===== src/rtl/fifo_bank_pkg.sv =====
// Shared constants and width helpers for the per-channel FIFO bank.
package fifo_bank_pkg;

  localparam int unsigned DEF_NUM_CH    = 10;
  localparam int unsigned DEF_DATA_W    = 8;
  localparam int unsigned DEF_DEPTH     = 16;
  localparam int unsigned DEF_AF_THRESH = 12;

  // Ceiling log2 for elaboration-time width derivation.
  function automatic int unsigned clog2(input int unsigned n);
    int unsigned r;
    r = 0;
    while ((32'd1 << r) < n) r = r + 1;
    return r;
  endfunction

  // Pointer width; a depth of 1 would otherwise give a zero-width pointer.
  function automatic int unsigned addr_w(input int unsigned depth);
    return (depth < 2) ? 1 : clog2(depth);
  endfunction

  // Occupancy width: must hold 0..DEPTH inclusive.
  function automatic int unsigned level_w(input int unsigned depth);
    return clog2(depth) + 1;
  endfunction

endpackage


===== src/rtl/fifo_chan.sv =====
// One single-clock FIFO channel with level, almost-full, sticky error flags,
// flush and selectable registered / show-ahead read.
module fifo_chan
  import fifo_bank_pkg::*;
#(
  parameter int unsigned DATA_W    = DEF_DATA_W,
  parameter int unsigned DEPTH     = DEF_DEPTH,
  parameter int unsigned AF_THRESH = DEF_AF_THRESH,
  parameter int unsigned FWFT      = 0
) (
  input  logic                        clk,
  input  logic                        rst,
  input  logic                        wr_en,
  input  logic [DATA_W-1:0]           din,
  input  logic                        rd_en,
  input  logic                        flush,
  input  logic                        clr_err,
  output logic [DATA_W-1:0]           dout,
  output logic                        empty,
  output logic                        full,
  output logic                        afull,
  output logic [level_w(DEPTH)-1:0]   level,
  output logic                        ovf,
  output logic                        udf
);

  localparam int unsigned AW = addr_w(DEPTH);
  localparam int unsigned LW = level_w(DEPTH);

  logic [DATA_W-1:0] mem [DEPTH];
  logic [AW-1:0]     wr_ptr;
  logic [AW-1:0]     rd_ptr;
  logic              wr_acc;
  logic              rd_acc;
  logic              ovf_set;
  logic              udf_set;
  logic [LW-1:0]     level_nxt;

  // Acceptance and error detection from the registered flags; flush masks all.
  always_comb begin
    wr_acc    = wr_en & ~full  & ~flush;
    rd_acc    = rd_en & ~empty & ~flush;
    ovf_set   = wr_en & full   & ~flush;
    udf_set   = rd_en & empty  & ~flush;
    level_nxt = level + LW'(wr_acc) - LW'(rd_acc);
    if (flush) level_nxt = '0;
  end

  // Pointers, level and flags; flags derive from the next level so they track it.
  always_ff @(posedge clk or posedge rst) begin
    if (rst) begin
      wr_ptr <= '0;
      rd_ptr <= '0;
      level  <= '0;
      empty  <= 1'b1;
      full   <= 1'b0;
      afull  <= 1'b0;
      ovf    <= 1'b0;
      udf    <= 1'b0;
    end else begin
      if (flush) begin
        wr_ptr <= '0;
        rd_ptr <= '0;
      end else begin
        if (wr_acc) wr_ptr <= wr_ptr + AW'(1);
        if (rd_acc) rd_ptr <= rd_ptr + AW'(1);
      end
      level <= level_nxt;
      empty <= (level_nxt == '0);
      full  <= (level_nxt == LW'(DEPTH));
      afull <= (level_nxt >= LW'(AF_THRESH));
      ovf   <= ovf_set | (ovf & ~clr_err);
      udf   <= udf_set | (udf & ~clr_err);
    end
  end

  // Storage array, not reset; words are only visible through level.
  always_ff @(posedge clk) begin
    if (wr_acc) mem[wr_ptr] <= din;
  end

  generate
    if (FWFT != 0) begin : g_fwft
      // Show-ahead: head word driven straight from the registered read pointer.
      assign dout = mem[rd_ptr];
    end else begin : g_reg
      // Registered read: data appears the cycle after an accepted pop.
      always_ff @(posedge clk or posedge rst) begin
        if (rst)         dout <= '0;
        else if (rd_acc) dout <= mem[rd_ptr];
      end
    end
  endgenerate

endmodule


===== src/rtl/fifo_bank.sv =====
// Bank of NUM_CH independent FIFO channels on packed per-channel buses.
module fifo_bank
  import fifo_bank_pkg::*;
#(
  parameter int unsigned NUM_CH    = DEF_NUM_CH,
  parameter int unsigned DATA_W    = DEF_DATA_W,
  parameter int unsigned DEPTH     = DEF_DEPTH,
  parameter int unsigned AF_THRESH = DEF_AF_THRESH,
  parameter int unsigned FWFT      = 0
) (
  input  logic                                clk,
  input  logic                                rst,
  input  logic [NUM_CH-1:0]                   wr_en,
  input  logic [NUM_CH*DATA_W-1:0]            din,
  input  logic [NUM_CH-1:0]                   rd_en,
  output logic [NUM_CH*DATA_W-1:0]            dout,
  output logic [NUM_CH-1:0]                   empty,
  output logic [NUM_CH-1:0]                   full,
  output logic [NUM_CH-1:0]                   afull,
  output logic [NUM_CH*level_w(DEPTH)-1:0]    level,
  output logic [NUM_CH-1:0]                   ovf,
  output logic [NUM_CH-1:0]                   udf,
  input  logic [NUM_CH-1:0]                   flush,
  input  logic [NUM_CH-1:0]                   clr_err
);

  localparam int unsigned LW = level_w(DEPTH);

  // One channel per slice of the packed buses.
  for (genvar ch = 0; ch < NUM_CH; ch++) begin : g_ch
    fifo_chan #(
      .DATA_W    (DATA_W),
      .DEPTH     (DEPTH),
      .AF_THRESH (AF_THRESH),
      .FWFT      (FWFT)
    ) u_chan (
      .clk     (clk),
      .rst     (rst),
      .wr_en   (wr_en[ch]),
      .din     (din[ch*DATA_W +: DATA_W]),
      .rd_en   (rd_en[ch]),
      .flush   (flush[ch]),
      .clr_err (clr_err[ch]),
      .dout    (dout[ch*DATA_W +: DATA_W]),
      .empty   (empty[ch]),
      .full    (full[ch]),
      .afull   (afull[ch]),
      .level   (level[ch*LW +: LW]),
      .ovf     (ovf[ch]),
      .udf     (udf[ch])
    );
  end

endmodule


===== config.mk =====
export PLATFORM = sky130hd
export DESIGN_NAME = fifo_bank
export DESIGN_NICKNAME = d
export VERILOG_FILES = /design/src/rtl/fifo_bank_pkg.sv /design/src/rtl/fifo_chan.sv /design/src/rtl/fifo_bank.sv
export SDC_FILE = /design/constraint.sdc
export NUM_CORES = 2
export LEC_CHECK = 0
export CORE_MARGIN = 1
export CORE_UTILIZATION = 30
export CTS_CLUSTER_SIZE = 16
export DETAILED_ROUTE_END_ITERATION = 6
export GPL_ROUTABILITY_DRIVEN = 0
export PLACE_DENSITY = 0.48
export SYNTH_ARGS = -nofsm -noshare
export SYNTH_HDL_FRONTEND = slang
export SYNTH_SLANG_ARGS = --single-unit
export TNS_END_PERCENT = 5

===== constraint.sdc =====
create_clock -name clk -period 24 [get_ports clk]
set_input_delay 4.8 -clock clk [delete_from_list [all_inputs] [get_ports clk]]
set_output_delay 4.8 -clock clk [all_outputs]
set_load 0.02 [all_outputs]

After elaboration in Yosys (flattened, before gate mapping)
Memory sizes are Yosys's and may differ from the RTL's. A register that Yosys moved wholly into a read port is not among the register bits. Cells that the tools add are included.

Add/subtract/negate cells: 40. $lt $le $gt $ge: 10. Eq/ne operators: 10. Mux-type cells: 70. Bitwise logic cells: 160. Reduce and logical (&&, ||, !) cells: 30.

Operators with widths (count): 4-bit two-way mux (40); 1-bit bitwise AND (100); 4-bit by 1-bit adder with 4-bit output (second input constant) (20); 5-bit by 1-bit adder with 5-bit output (10); 5-bit == test (second input constant) (10); 5-bit by 4-bit >= comparator with 1-bit output (second input constant) (10); 5-bit zero test (10); 5-bit two-way mux (10); 5-bit by 1-bit subtractor with 5-bit output (10); 1-bit inverter (40); 2-bit nonzero test (20); 1-bit two-way mux (20); 1-bit bitwise OR (20).

Register bits after elaboration: 180. Bits in writable memories: 1280. Bits of input ports: 122. Memories: 10.

Memories: g_ch[0].u_chan.mem (depth 16, width 8, read ports 1, clocked after Yosys merged registers in 1, wr ports 1, RTL line fifo_chan.sv:30) `logic [DATA_W-1:0] mem [DEPTH];`; g_ch[1].u_chan.mem (depth 16, width 8, read ports 1, clocked after Yosys merged registers in 1, wr ports 1, RTL line fifo_chan.sv:30); g_ch[2].u_chan.mem (depth 16, width 8, read ports 1, clocked after Yosys merged registers in 1, wr ports 1, RTL line fifo_chan.sv:30); g_ch[3].u_chan.mem (depth 16, width 8, read ports 1, clocked after Yosys merged registers in 1, wr ports 1, RTL line fifo_chan.sv:30); g_ch[4].u_chan.mem (depth 16, width 8, read ports 1, clocked after Yosys merged registers in 1, wr ports 1, RTL line fifo_chan.sv:30); g_ch[5].u_chan.mem (depth 16, width 8, read ports 1, clocked after Yosys merged registers in 1, wr ports 1, RTL line fifo_chan.sv:30); 4 more memories.

Depth between registers and ports, before layout
Word-level depth: 7. Gate-level depth with buffers: 12.

Cells and area by module
From an unflattened synthesis, not the netlist that was laid out.

Cell total of the unflattened synthesis: 3561. Area total of the unflattened synthesis: 63388.3 µm².

By module, submodules not included: fifo_chan at g_ch[1].u_chan ... (instances 9, cells an instance 352, area each 6339.8 µm², sequential area each 4495.6 µm²); fifo_chan at g_ch[0].u_chan (instances 1, cells an instance 393, area each 6329.8 µm², sequential area each 4495.6 µm²).

Worst setup path after synthesis
No wires, ideal clock.

Path type: input to register. From: input port flush[5]. To: register g_ch[5].u_chan.afull. Library setup time: 139 ps. Data arrival time: 7069 ps. Data required time: 23861 ps. Setup slack: 16792 ps. Stages on the path: 12. Path buffers: 1. Cells stage by stage: buf_2 -> or3b_2 -> inv_1 -> ha_1 -> inv_1 -> ha_1 -> inv_1 -> fa_1 -> nor2b_1 -> o21ai_0 -> a21oi_1 -> o32ai_1.

Elaborated cells on any way between the ends: 7. Those cells by class: add/sub: 2; order compare: 1; mux: 1; bitwise: 3.

RTL lines: from (decl) (RTL line fifo_bank.sv:23) `input logic [NUM_CH-1:0] flush,`; 1-bit inverter (RTL line fifo_chan.sv:42) `rd_acc = rd_en & ~empty & ~flush;`; 1-bit bitwise AND (RTL line fifo_chan.sv:42); via g_ch[5].u_chan.rd_acc (RTL line fifo_chan.sv:34) `logic rd_acc;`; 5-bit by 1-bit subtractor with 5-bit output (RTL line fifo_chan.sv:45) `level_nxt = level + LW'(wr_acc) - LW'(rd_acc);`; 5-bit two-way mux (RTL line fifo_chan.sv:46) `if (flush) level_nxt = '0;`; 5-bit by 4-bit >= comparator with 1-bit output (RTL line fifo_chan.sv:71) `afull <= (level_nxt >= LW'(AF_THRESH));`; to (signal assigned) (RTL line fifo_chan.sv:71); to (decl) (RTL line fifo_chan.sv:21) `output logic afull,`.

The timed path passes the listed nets, and every way through them passes these cells. A chain may end at the register's enable or synchronous reset.

Worst setup path after layout
From: input port flush[6]. To: register g_ch[6].u_chan.full.

Elaborated cells on any way between the ends: 7. Those cells by class: add/sub: 2; eq/ne: 1; mux: 1; bitwise: 3.

RTL lines: 1-bit inverter (RTL line fifo_chan.sv:42); 1-bit bitwise AND (RTL line fifo_chan.sv:42); via g_ch[6].u_chan.rd_acc (RTL line fifo_chan.sv:34); 5-bit by 1-bit subtractor with 5-bit output (RTL line fifo_chan.sv:45); 5-bit two-way mux (RTL line fifo_chan.sv:46); 5-bit == test (RTL line fifo_chan.sv:70) `full <= (level_nxt == LW'(DEPTH));`; to (signal assigned) (RTL line fifo_chan.sv:70); to (decl) (RTL line fifo_chan.sv:20) `output logic full,`.

The timed path passes the listed nets, and every way through them passes these cells.

==> impl_metrics.csv <==
group,metric,value,unit
run_status,status,"finished clean",
clocking,numClockSinks,1540,
logic_synthesis,synth_warnings,0,
route,drt-pass1-iter-count,5,
worst_setup_path,max_stage_delay,1010,ps
clocking,max-clock-path-buffers,3,
clocking,htreeDepth,4,
floorplan,io_pins,302,
layout,syn2layout_area_growth,18.13,%
worst_setup_path,crit_slowest_cell,"clkdlybuf4s50_1",
logic_synthesis,syn_inst,3482,
grt,track_usage,0.1377,
logic_synthesis,async_reset_ff_frac,0.1688,
route,routedWlPerCell,21.40,µm
hold_path,hold_path.class,"register to register",
worst_setup_path,crit_chain,"clkdlybuf4s50_1, or3b_1, inv_1, ha_1, inv_1, ha_1, fa_1, a21o_1, a21oi_1, xnor2_1, nor4bb_1",
worst_setup_path,crit_path_end_kind,"register",
logic_synthesis,ys_types,61,
floorplan,fp.coreArea,207100,µm²
timing,max_freq,132.7,MHz
floorplan,die_area,210100,µm²
logic_synthesis,synthTopCellsByArea,"edfxtp_1, mux4_2, dfrtp_1",
clocking,numCtsBuffers,171,
worst_setup_path,worst-path-max-fanout,24,
timing,slew_violations,0,
clocking,cts_hold_repair.buffers,0,
grt,grt_max_degree,101,
grt,grt_pass1_wl,216.1,mm
floorplan,chipHeight,458.4,µm
timing,tightest_slew,1207,ps
route,drt.antenna.violating_nets,0,
route,num_vias,31100,
grt,grt_overflow,0,
floorplan,rows,167,
layout,multiInputGateArea,15850,µm²
timing,fin_crit,7536,ps
logic_synthesis,synth.avg_cell_area,17.94,µm²
job,maxCapViolCount,0,
layout,n_fill_cell,19460,
floorplan,initial_core_util,0.3017,
logic_synthesis,syn-num-nets,3714,
logic_synthesis,synth-seq-cells,1540,
timing,setup_tns,0,ps
timing,slew-limit-headroom,0.1924,
pwr,power.leakage,24.27,nW
timing,setup_viol,0,
worst_setup_path,start_kind,"input pin",
logic_synthesis,ys_seq_area_frac,0.7195,
clocking,cts_setup_buffers,0,
logic_synthesis,yosys.area.top_type,"edfxtp_1",
route,viasPerCell,4.614,
layout,nets,4032,
clocking,path_clk_slew,60,ps
layout,fin_util,0.3564,
layout,drive_above_1_share,0.1690,
clocking,worstSkewPairLatency,820,ps
worst_setup_path,critical_path_arrival,8240,ps
place,dp_hpwl,92.06,mm
timing,rsz0062_at_grt,"no",
route,wl,144.2,mm
route,drc,0,
floorplan,die_x,458.4,µm
logic_synthesis,syn_area,62480,µm²
grt,grt_pass1_vias,32590,
timing,finalHoldViolations,0,
timing,skew,45.97,ps
clocking,cts-resized-gates,0,
pwr,peakVddDrop,0.07225,mV
worst_setup_path,required,24700,ps
worst_setup_path,cp_num_buf_inv,3,
logic_synthesis,synth_edf_count,1280,
logic_synthesis,ys.flop_type,"edfxtp_1",
pwr,power_density,100.7,nW/µm²
place,port_buffers,301,
layout,regArea,44970,µm²
clocking,cts_tree,"yes",
clocking,clockRootBuffer,"clkbuf_16",
timing,holdWs,488.7,ps
worst_setup_path,critPathKind,"input pin to register",
timing,period_share,0.3140,
logic_synthesis,netlist.area_leader.share,0.6152,
route,drt_iter0_drc,1917,
grt,antenna_found_initial,9,
worst_setup_path,cp_top_family,"buffers and inverters",
## flip-flops by register name (all words and copies together) (netlist names)
signal,count
g_ch.u_chan.wr_ptr,40
g_ch.u_chan.mem,1280
g_ch.u_chan.afull,10
g_ch.u_chan.rd_ptr,40
g_ch.u_chan.full,10
g_ch.u_chan.empty,10
g_ch.u_chan.udf,10
g_ch.u_chan.level,50
g_ch.u_chan.ovf,10
g_ch.u_chan.dout,80
## synth_stat cells, drive strengths merged, types with 6 or more instances
| cell | instances |
|---|---|
| mux2i | 114 |
| nand2b | 14 |
| nand4 | 22 |
| nor3 | 30 |
| nor2 | 294 |
| or3 | 10 |
| fa | 10 |
| a21oi | 55 |
| edfxtp | 1280 |
| o21a | 6 |
| nor2b | 75 |
| mux2 | 55 |
| o22ai | 24 |
| a21o | 14 |
| inv | 134 |
| xnor2 | 37 |
| nand3 | 26 |
| a32o | 12 |
| o21ai | 81 |
| dfrtp | 250 |
| ha | 100 |
| nand3b | 9 |
| nand2 | 107 |
| o2111a | 6 |
| xor2 | 63 |
| a31oi | 8 |
| or3b | 12 |
| nor3b | 9 |
| o32ai | 6 |
| and2 | 8 |
| buf | 148 |
| mux4 | 298 |
| o211ai | 10 |
| a2bb2oi | 16 |
| clkbuf | 51 |
| dfstp | 10 |
| a22oi | 47 |
| a41o | 6 |
## where the power goes
group | total [mW] | switching [mW] | internal [mW] | leakage, nW
Clock | 2.61 | 1.10 | 1.51 | 2.75
Sequential | 3.25 | 0.157 | 3.09 | 14.9
Combinational | 1.57 | 0.852 | 0.719 | 6.66
Total | 7.43 | 2.11 | 5.32 | 24.3
## cells in the final DEF, fill, tap and decap left out, drive strengths merged, types with 37 or more instances in the layout
cell type and instances:
nor2 294, mux2i 114, o21ai 81, clkinv 74, clkbuf 224, xor2 63
dfrtp 250, buf 43, mux4 298, clkdlybuf4s50 301, nor2b 75, inv 139
a21oi 55, a22oi 47, nand2 107, xnor2 37, ha 100, edfxtp 1280
mux2 55
## final cells by class
class	count	share of cell area
Antenna cell	4	0.0001356
Clock buffer	224	0.06330
Clock inverter	96	0.01314
Inverter	134	0.006917
Multi-Input combinational cell	1609	0.2147
Sequential cell	1540	0.6093
Tap cell	2788	0.04726
Timing Repair Buffer	344	0.04519
## final timing paths
kind,startpoint,to,slack (ps),depth (start not counted)
hold / removal,g_ch[5].u_chan.ovf,g_ch[5].u_chan.ovf,490,1
min in group asynchronous,rst,g_ch[9].u_chan.wr_ptr[2],4530,2
setup / recovery,flush[6],g_ch[6].u_chan.full,16460,11
max in group asynchronous,rst,g_ch[7].u_chan.rd_ptr[0],17820,3
setup reg to reg,g_ch[4].u_chan.empty,g_ch[4].u_chan.full,20900,11
hold reg to reg,g_ch[5].u_chan.ovf,g_ch[5].u_chan.ovf,490,1
## metrics by stage
| stage | setup WS [ps] | std cells | power (mW) | instance area, µm² |
|---|---|---|---|---|
| floorplan | 12060 | 3482 | 4.327 | 62480 |
| global placement | 15710 | 6415 | 4.906 | 68160 |
| detailed placement | 15630 | 6415 | 4.907 | 68160 |
| CTS | 16530 | 6735 | 7.559 | 73800 |
| global route | 16340 | 6739 | 7.786 | 73810 |
| finish | 16460 | 6739 | 7.434 | 73810 |
## routing by layer
layer	up-vias	wire length [µm]	global-route usage	part of all wire
met1	16160	62970	0.1800	0.44
met5	-	13	0	0.000090
met3	213	5711	0.02544	0.040
li1	14140	-	-	-
met4	2	3738	0.04471	0.026
met2	590	71760	0.2301	0.50
## cell families after synthesis
group / Yosys count / synth area share
flip-flops: 1540 / 0.7195
buffers and inverters: 333 / 0.02703
multiplexers: 467 / 0.1368
adder cells (fa/ha/maj): 110 / 0.02323
XOR/XNOR: 100 / 0.01402
AO/OA/AOI/OAI: 310 / 0.03312
AND/OR/NAND/NOR: 622 / 0.04626
Power figures use the tool's default switching activity.
